--- src/rtl/diq_pkg.sv ---
// rtl/diq_pkg.sv - shared opcode constants and instruction field helpers
// Purpose: opcode localparams, field slice helpers and register-usage
//          classification used by the pair checker.
// Ports:   none (package).
package diq_pkg;

  localparam logic [6:0] OP_R      = 7'b0110011;
  localparam logic [6:0] OP_I      = 7'b0010011;
  localparam logic [6:0] OP_LOAD   = 7'b0000011;
  localparam logic [6:0] OP_STORE  = 7'b0100011;
  localparam logic [6:0] OP_BRANCH = 7'b1100011;
  localparam logic [6:0] OP_JAL    = 7'b1101111;
  localparam logic [6:0] OP_JALR   = 7'b1100111;
  localparam logic [6:0] OP_LUI    = 7'b0110111;
  localparam logic [6:0] OP_AUIPC  = 7'b0010111;

  function automatic logic [6:0] opcode(input logic [31:0] instr);
    return instr[6:0];
  endfunction

  function automatic logic [4:0] rd(input logic [31:0] instr);
    return instr[11:7];
  endfunction

  function automatic logic [4:0] rs1(input logic [31:0] instr);
    return instr[19:15];
  endfunction

  function automatic logic [4:0] rs2(input logic [31:0] instr);
    return instr[24:20];
  endfunction

  function automatic logic writes_rd(input logic [6:0] op);
    case (op)
      OP_R, OP_I, OP_LOAD, OP_LUI, OP_AUIPC, OP_JAL, OP_JALR: return 1'b1;
      default:                                               return 1'b0;
    endcase
  endfunction

  // Anything not known to skip rs1 is treated as reading it (conservative).
  function automatic logic reads_rs1(input logic [6:0] op);
    case (op)
      OP_LUI, OP_AUIPC, OP_JAL: return 1'b0;
      default:                  return 1'b1;
    endcase
  endfunction

  function automatic logic reads_rs2(input logic [6:0] op);
    case (op)
      OP_R, OP_STORE, OP_BRANCH: return 1'b1;
      default:                   return 1'b0;
    endcase
  endfunction

  function automatic logic is_mem(input logic [6:0] op);
    return (op == OP_LOAD) || (op == OP_STORE);
  endfunction

  function automatic logic is_ctrl(input logic [6:0] op);
    return (op == OP_BRANCH) || (op == OP_JAL) || (op == OP_JALR);
  endfunction

endpackage

--- src/rtl/diq_pair_check.sv ---
// rtl/diq_pair_check.sv - combinational dual-issue compatibility check
// Purpose: decides whether the instruction after the head may issue in
//          slot 2 alongside the head.
// Ports:   instr_head  - older instruction (slot 1 candidate)
//          instr_next  - younger instruction (slot 2 candidate)
//          can_pair    - 1 when the two may issue together
module diq_pair_check (
  input  logic [31:0] instr_head,
  input  logic [31:0] instr_next,
  output logic        can_pair
);
  import diq_pkg::*;

  logic [6:0] op_h, op_n;
  logic [4:0] rd_h, rd_n, rs1_n, rs2_n;
  logic       wr_h, wr_n;
  logic       raw, waw, mem2, ctrl;

  always_comb begin
    op_h  = opcode(instr_head);
    op_n  = opcode(instr_next);
    rd_h  = rd(instr_head);
    rd_n  = rd(instr_next);
    rs1_n = rs1(instr_next);
    rs2_n = rs2(instr_next);
    wr_h  = writes_rd(op_h);
    wr_n  = writes_rd(op_n);

    raw  = wr_h && (rd_h != 5'd0) &&
           ((reads_rs1(op_n) && (rs1_n == rd_h)) ||
            (reads_rs2(op_n) && (rs2_n == rd_h)));
    waw  = wr_h && wr_n && (rd_h != 5'd0) && (rd_h == rd_n);
    mem2 = is_mem(op_h) && is_mem(op_n);
    // A control transfer at the head may redirect, so its successor waits.
    ctrl = is_ctrl(op_h);

    can_pair = !(raw || waw || mem2 || ctrl);
  end

endmodule

--- src/rtl/dual_issue_queue.sv ---
// rtl/dual_issue_queue.sv - instruction buffer with dual-issue slot selection
// Purpose: circular instruction queue accepting up to two pushes per cycle
//          and popping one or two instructions into registered decode slots.
// Ports:   clk, reset (async active-low)
//          in_valid_1/2, in_instr_1/2 - fetch push (instr_1 older)
//          in_ready                   - at least two free entries
//          flush                      - clears queue and slots, drops pushes
//          stall                      - holds slots, no pop
//          out_valid_1/2, out_instr_1/2 - registered slot outputs
//          count                      - occupied entries
// Option:  DIQ_STATS_EN adds pair_cnt / single_cnt issue counters.
module dual_issue_queue #(
  parameter int DEPTH = 8
) (
  input  logic                       clk,
  input  logic                       reset,
  input  logic                       in_valid_1,
  input  logic                       in_valid_2,
  input  logic [31:0]                in_instr_1,
  input  logic [31:0]                in_instr_2,
  output logic                       in_ready,
  input  logic                       flush,
  input  logic                       stall,
  output logic                       out_valid_1,
  output logic                       out_valid_2,
  output logic [31:0]                out_instr_1,
  output logic [31:0]                out_instr_2,
  output logic [$clog2(DEPTH):0]     count
`ifdef DIQ_STATS_EN
  ,
  output logic [31:0]                pair_cnt,
  output logic [31:0]                single_cnt
`endif
);
  import diq_pkg::*;

  localparam int PTR_W = $clog2(DEPTH);
  localparam int CNT_W = PTR_W + 1;
  localparam logic [PTR_W-1:0] PTR_ONE = PTR_W'(1);

  logic [31:0]      mem_q [DEPTH];
  logic [PTR_W-1:0] head_q, head_d, tail_q, tail_d;
  logic [CNT_W-1:0] count_q, count_d;
  logic             v1_q, v1_d, v2_q, v2_d;
  logic [31:0]      i1_q, i1_d, i2_q, i2_d;

  logic             push_en, push_two, can_pair;
  logic [CNT_W-1:0] push_num, pop_num;
  logic [31:0]      head_instr, next_instr;

  assign head_instr = mem_q[head_q];
  // Pointer arithmetic wraps naturally because DEPTH is a power of two.
  assign next_instr = mem_q[head_q + PTR_ONE];

  diq_pair_check u_pair_check (
    .instr_head (head_instr),
    .instr_next (next_instr),
    .can_pair   (can_pair)
  );

  assign in_ready = (count_q <= CNT_W'(DEPTH - 2));
  assign push_en  = in_ready && in_valid_1 && !flush;
  assign push_two = push_en && in_valid_2;
  assign push_num = push_two ? CNT_W'(2) : (push_en ? CNT_W'(1) : CNT_W'(0));

  always_comb begin
    head_d  = head_q;
    tail_d  = tail_q;
    count_d = count_q;
    v1_d    = v1_q;
    v2_d    = v2_q;
    i1_d    = i1_q;
    i2_d    = i2_q;
    pop_num = CNT_W'(0);

    if (flush) begin
      head_d  = '0;
      tail_d  = '0;
      count_d = '0;
      v1_d    = 1'b0;
      v2_d    = 1'b0;
      i1_d    = 32'h0;
      i2_d    = 32'h0;
    end else begin
      if (!stall) begin
        v1_d = 1'b0;
        v2_d = 1'b0;
        i1_d = 32'h0;
        i2_d = 32'h0;
        if (count_q != CNT_W'(0)) begin
          v1_d    = 1'b1;
          i1_d    = head_instr;
          pop_num = CNT_W'(1);
          if ((count_q >= CNT_W'(2)) && can_pair) begin
            v2_d    = 1'b1;
            i2_d    = next_instr;
            pop_num = CNT_W'(2);
          end
        end
      end
      head_d  = head_q + PTR_W'(pop_num);
      tail_d  = tail_q + PTR_W'(push_num);
      count_d = count_q + push_num - pop_num;
    end
  end

  // Storage needs no reset: entries are only read while counted as occupied.
  always_ff @(posedge clk) begin
    if (push_en) begin
      mem_q[tail_q] <= in_instr_1;
    end
    if (push_two) begin
      mem_q[tail_q + PTR_ONE] <= in_instr_2;
    end
  end

  always_ff @(posedge clk or negedge reset) begin
    if (!reset) begin
      head_q  <= '0;
      tail_q  <= '0;
      count_q <= '0;
      v1_q    <= 1'b0;
      v2_q    <= 1'b0;
      i1_q    <= 32'h0;
      i2_q    <= 32'h0;
    end else begin
      head_q  <= head_d;
      tail_q  <= tail_d;
      count_q <= count_d;
      v1_q    <= v1_d;
      v2_q    <= v2_d;
      i1_q    <= i1_d;
      i2_q    <= i2_d;
    end
  end

  assign out_valid_1 = v1_q;
  assign out_valid_2 = v2_q;
  assign out_instr_1 = i1_q;
  assign out_instr_2 = i2_q;
  assign count       = count_q;

`ifdef DIQ_STATS_EN
  logic [31:0] pair_q, pair_d, single_q, single_d;

  always_comb begin
    pair_d   = pair_q;
    single_d = single_q;
    if (flush) begin
      pair_d   = 32'h0;
      single_d = 32'h0;
    end else if (pop_num == CNT_W'(2)) begin
      pair_d   = pair_q + 32'd1;
    end else if (pop_num == CNT_W'(1)) begin
      single_d = single_q + 32'd1;
    end
  end

  always_ff @(posedge clk or negedge reset) begin
    if (!reset) begin
      pair_q   <= 32'h0;
      single_q <= 32'h0;
    end else begin
      pair_q   <= pair_d;
      single_q <= single_d;
    end
  end

  assign pair_cnt   = pair_q;
  assign single_cnt = single_q;
`endif

endmodule

--- config.mk ---
export PLATFORM = sky130hd
export DESIGN_NAME = dual_issue_queue
export DESIGN_NICKNAME = d
export VERILOG_FILES = /design/src/rtl/diq_pkg.sv /design/src/rtl/diq_pair_check.sv /design/src/rtl/dual_issue_queue.sv
export SDC_FILE = /design/constraint.sdc
export NUM_CORES = 1
export LEC_CHECK = 0
export BUFFER_PORTS_ARGS = -buffer_cell sky130_fd_sc_hd__buf_4
export CORE_MARGIN = 2
export CORE_UTILIZATION = 45
export CTS_CLUSTER_SIZE = 16
export DETAILED_ROUTE_END_ITERATION = 10
export GPL_TIMING_DRIVEN = 0
export SKIP_CTS_REPAIR_TIMING = 1
export SLEW_MARGIN = 30
export SYNTH_ARGS = -nofsm -noshare
export SYNTH_HDL_FRONTEND = slang
export SYNTH_SLANG_ARGS = --single-unit
--- constraint.sdc ---
create_clock -name clk -period 4.2 [get_ports clk]
set_input_delay 0.84 -clock clk [delete_from_list [all_inputs] [get_ports clk]]
set_output_delay 0.84 -clock clk [all_outputs]
set_load 0.02 [all_outputs]
---- Word level (Yosys, flattened, before mapping) ----
Memories as Yosys holds them, arrays and structs flattened.
Index checks and enable logic that the tools add are counted.
Widths: inputs -> output; s select.
operators by class
  add/sub/neg operators ................... 6
  magnitude comparators ................... 2
  equal/unequal tests ..................... 22
  muxes and demuxes ....................... 31
  reduce and logical (&&, ||, !) cells .... 28
operators by type and width
  kind                 number
  $mux 32              7
  $eq 7x6->1 const B   6
  $eq 7x7->1 const B   6
  $eq 7x5->1 const B   4
  $mux 1               16
  $eq 5x5->1           3
  $eq 7x2->1 const B   2
  $reduce_or 7->1      2
  $logic_and 1x1->1    12
  $logic_or 1x1->1     8
  $mux 2               4
  $mux 4               2
  $add 3x1->3 const B  2
  $mux 3               2
  $reduce_or 3->1      2
  $reduce_bool 5->1    1
  $add 4x2->4          1
  $ge 4x2->1 const B   1
  $le 4x3->1 const B   1
  $reduce_bool 4->1    1
  $sub 4x4->4          1
  $add 3x2->3          1
  $add 3x3->3          1
  $logic_not 1->1      2
  $ne 2x2->1 const B   1
word-level totals
  register bits ........................... 76
  bits in writable memories ............... 256
  input bits .............................. 70
  output and inout bits ................... 71
  logic and storage cells ................. 97
  memories kept ........................... 1
memories
  memory  depth  bits a word  rd ports  clocked after Yosys merged registers in  wr ports  RTL line                RTL
  mem_q   8      32           2         0                                        2         dual_issue_queue.sv:41  logic [31:0] mem_q [DEPTH];

---- Logic depth before layout (Yosys ltp) ----
An unclocked memory read counts as a cell.
  word-level depth ........................ 19
  depth in mapped cells ................... 22
  depth with buffers taken out ............ 16

---- Hierarchy ----
A second synthesis with hierarchy kept.
unflattened totals
  cells, all modules ...................... 1336
  area, all modules ....................... 18829.3 um^2
modules (own cells, without submodules)
  module            times used  cells an instance  area an instance (um^2)  sequential area each (um^2)
  dual_issue_queue  1           1291               18512.8                  9589.2
  diq_pair_check    1           45                 316.6                    0.0

---- Least setup slack after synthesis ----
OpenSTA, ideal clock, no wires.
  path kind ............................... flip-flop to flip-flop
  start ................................... register count_q[3] (netlist: count[3])
  end ..................................... memory mem_q[0][0] (enable)
  library setup time ...................... 0.470 ns
  arrival ................................. 4.074 ns
  data required time ...................... 3.730 ns
  setup slack ............................. -0.343 ns
  cell stages (with the launch flop) ...... 8
  buffers on the path ..................... 0
  clock period less this slack ............ 4.543 ns
  path through ............................ dfrtp_1 inv_1 ha_1 nand2_1 mux2i_1 and3b_1 nand2b_1 o31ai_1
RTL lines
  what                    RTL line                 RTL
  start, declared         dual_issue_queue.sv:43   logic [CNT_W-1:0] count_q, count_d;
  start signal, assigned  dual_issue_queue.sv:129  count_q <= count_d;
  end, declared           dual_issue_queue.sv:41

---- Worst setup path after layout ----
  start ................................... register head_q[0]
  end ..................................... register count_q[3] (netlist: count[3])
between the ends
  word-level cells in the longest chain between the ends .. 19
  elaborated cells on any way between the ends .. 56
  classes of those cells .................. add/sub: 2; eq/ne: 21; mux: 9; reduce/logical: 23; memory: 1
RTL lines
  what                                                          RTL line                                                          RTL
  start, declared                                               dual_issue_queue.sv:42                                            logic [PTR_W-1:0] head_q, head_d, tail_q, tail_d;
  start signal, assigned                                        dual_issue_queue.sv:119                                           head_q <= '0;
  start signal, assigned                                        dual_issue_queue.sv:127                                           head_q <= head_d;
  $add 3x1->3                                                   dual_issue_queue.sv:53                                            assign next_instr = mem_q[head_q + PTR_ONE];
  $mem_v2 8x32 (*)                                              --
  $eq 7x5->1 (tied with other cells)                            diq_pkg.sv:34                                                     case (op)
  $reduce_or 7->1 (tied with other cells)                       diq_pkg.sv:34
  $mux 1 (on tied branches)                                     diq_pkg.sv:34, diq_pkg.sv:42, diq_pkg.sv:49
  $logic_and 1x1->1 (on tied branches)                          diq_pair_check.sv:32, diq_pair_check.sv:30, diq_pair_check.sv:31
  $logic_and 1x1->1 / $logic_or 1x1->1 (equally long branches)  diq_pair_check.sv:32, diq_pair_check.sv:30
  $logic_and 1x1->1 (on tied branches)                          diq_pair_check.sv:32, diq_pair_check.sv:29
  (+4 left out)                                                 --
  $logic_and 1x1->1 (*)                                         dual_issue_queue.sv:94                                            if ((count_q >= CNT_W'(2)) && can_pair) begin
  $mux 2 (*)                                                    dual_issue_queue.sv:94
  $mux 2 (*)                                                    dual_issue_queue.sv:90                                            if (count_q != CNT_W'(0)) begin
  $mux 2 (*)                                                    dual_issue_queue.sv:85                                            if (!stall) begin
  $mux 4 (*)                                                    dual_issue_queue.sv:76                                            if (flush) begin
  $sub 4x4->4 (*)                                               dual_issue_queue.sv:103                                           count_d = count_q + push_num - pop_num;
  $mux 4 (*)                                                    dual_issue_queue.sv:76
  net count_d[3]                                                dual_issue_queue.sv:43
The timed path passes the listed nets; every way through them passes the cells marked *. The select of a mux whose other input is x is not followed.
A chain may end at the register's enable or synchronous reset.

==> flow_summary.yaml <==
sta:
  drv_slew: 0
  worst_pin_slew_ps: 1000
  fin_crit_sh_pct: 110
  skew_ps: 16.8
  relSlewSlack_pct: 33.3
  min_period_ps: 4610
  setup_violations: 4
  fin_ws_ps: -414
  rsz0062_at_grt: "yes"
  max_freq_mhz: 217
  hold_viol: 0
  finalSetupTns_ps: -982
worst_hold_path:
  hold_class: "input port to asynchronous set/reset pin"
floorplanning:
  die_h_um: 208
  core_area_sq_mm: 0.0409
  initial_utilization_pct: 45.7
  die_area_sq_mm: 0.0432
  ios: 141
  std_cell_rows: 74
  die_x_um: 208
yosys:
  synthArstFlopShare_pct: 22.9
  synth_flop_cell: "edfxtp_1"
  synth_area_leaders: "edfxtp_1, mux2_2, mux4_2"
  yosys_warnings: 0
  yosysTopAreaCellShare_pct: 41.1
  synth_area_sq_mm: 0.0187
  seq_area_frac_synth_pct: 51.3
  syn_nets: 1302
  synth_edf_count: 256
  yosys.area.top_type: "edfxtp_1"
  ys_types: 49
  syn_area_per_cell_sq_um: 15.4
  synthCells: 1218
  ys_seq_elements: 332
setup_path:
  end_kind: "flip-flop"
  worst_r2r_path_depth: 19
  cp.arrival_ps: 5030
  crit_start: "head_q[0]"
  crit_path_max_fanout: 10
  worstSetupPathType: "flip-flop to flip-flop"
  critPathRequiredTime_ps: 4610
  startpoint_type: "flip-flop"
  rr_startpoint: "head_q[0]"
power_and_ir_drop:
  clkPwrFrac_pct: 24.6
  power_frac_comb_pct: 46.5
  p_switching_mw: 5.09
  power_mw: 14.0
  powerDensity_mw_per_mm2: 617
  p_seq_share_pct: 28.9
  p_sw_share_pct: 36.4
  power.leakage_nw: 8.06
  internal-power_mw: 8.91
  ir_drop_uv: 350
run_status:
  failed_checks: "negative setup slack"
  status: "finished, violations left"
route:
  viasPerCell: 6.14
  vias: 12300
  ant_nets: 0
  drt_wl_total_um: 58900
  dr.pass1.iters: 7
  drtIter0Drc: 1111
  wl_per_cell_um: 29.4
  drc: 0
clock_network:
  h-tree-depth: 2
  cts_max_path_buffers: 3
  cts_sinks: 332
  numCtsBuffers: 39
  cts_tree: "done"
  cts.clk_slew.worst_paths_ps: 50
  clk_latency_ps: 570
  root_buffer: "clkbuf_16"
layout:
  synthToLayoutAreaGrowth_pct: 21.3
  multi_input_area_sq_mm: 0.00888
  fillers: 3369
  register_area_sq_mm: 0.00959
  antenna_cells: 0
  drive_above_1_share_pct: 49.8
  nets: 1523
global_routing:
  gr-total-overflow: 0
  grt.total_usage_pct: 27.3
  grt_max_degree: 77
  grt_pass1_vias: 12500
  antenna_found_initial: 0
  grt_first_pass_wirelength_um: 86000
placed_design:
  io_buffers: 140
  place_congestion: 0.860
  dp_hpwl_um: 41000
job:
  drv_cap: 0
path summary, 6_finish.rpt:
kind | end | slack [ps]
min | count[2] | 330
min in group clk | out_instr_1[15] | 480
max in group asynchronous | head_q[1] | 3260
max reg2reg | count[3] | -410
max | count[3] | -410
min reg2reg | out_instr_1[15] | 480
critical path, stage by stage (launching register included):
cell and delay, ps:
dfrtp_2 440, ha_4 170, buf_6 140, xnor2_4 250, buf_12 200, mux4_2 590, xor2_1 170, nor2_1 110
nand3_1 90, or4_4 450, a311oi_4 320, buf_6 180, nor3b_4 50, fa_1 540, inv_2 60, ha_4 200
a21o_1 180, a21oi_2 140, xnor2_1 130, nor2_1 50
registers in the layout, indices dropped and copies added (netlist names):
| register | count |
|---|---|
| count | 4 |
| head_q | 3 |
| mem_q | 256 |
| out_instr_1 | 32 |
| out_instr_2 | 32 |
| out_valid_1 | 1 |
| out_valid_2 | 1 |
| tail_q | 3 |
power by group through the flow:
stage	registers (mW)	clock network, mW	logic, mW
after CTS	4.04	3.47	6.07
after detailed placement	4.11	0	6.05
after global routing	4.07	3.59	6.89
final	4.04	3.44	6.52
after global placement	4.11	0	5.95
after floorplan	4.25	0	3.95
routing by layer:
layer | vias to the layer above | global-route usage [%] | share of wire, %
met5 | - | 0 | 0
met1 | 6369 | 37.4 | 41
met4 | 0 | 8.63 | 2.6
met2 | 526 | 44.2 | 48
met3 | 92 | 4.88 | 8.0
li1 | 5279 | - | -
Yosys cell counts, drive strengths merged (3+ instances only):
cell    count
mux4      121
clkbuf     42
o21ai      44
nor3       11
ha         10
nor2       19
dfrtp      76
o31ai      31
inv        12
nand3b      4
and3        5
o21bai      5
nor2b       8
nand3       9
nand2      86
edfxtp    256
buf        49
xor2       19
nor3b       6
mux2i      89
nand2b      7
mux2      265
a21oi       6
fa          4
xnor2      10
o22ai       3
a32o        3
layout by cell type, fill, tap and decap left out, types with 9 or more instances in the layout:
master,n
xnor2_1,9
buf_2,14
buf_8,9
mux2_2,265
dfrtp_1,74
buf_6,16
o31ai_2,16
buf_1,10
mux2i_1,77
clkinv_2,9
edfxtp_1,256
clkbuf_16,41
xor2_1,19
mux4_2,121
buf_4,161
nor3_1,9
nand2_1,86
inv_1,10
o21ai_0,36
nor2_1,18
buf_16,12
clkbuf_1,44
o31ai_1,13
cell families (layout without fill, tap and decap cells):
kind of cell	Yosys count	in the layout	synth area share, %
multiplexers	475	475	35.3
flip-flops	332	332	51.3
AND/OR/NAND/NOR	163	163	4.02
buffers and inverters	103	352	2.90
AO/OA/AOI/OAI	102	102	4.05
XOR/XNOR	29	29	1.40
adder cells (fa/ha/maj)	14	14	1.10
cell type report:
cell class,instances,share of cell area (%)
multi-input combinational,783,39.1
clock buffer,52,4.92
sequential,332,42.3
tap,532,2.93
inverter,12,0.199
buffer,90,2.59
clock inverter,17,0.711
timing repair buffer,181,7.25
metrics by stage:
step           cells  worst slack, ps  instance area, sq um  hold slack (ps)  util (%)
5_1_grt         1999             -559                 22700              392      55.4
2_1_floorplan   1218             -232                 18800              544         -
4_1_cts         1979            -1170                 22300              372      54.5
3_5_place_dp    1910            -1150                 21000              473      51.3
6_report        1999             -414                 22700              332      55.4
3_3_place_gp    1890            -1990                 20500              465      50.0
(Power assumes the default switching activity.)
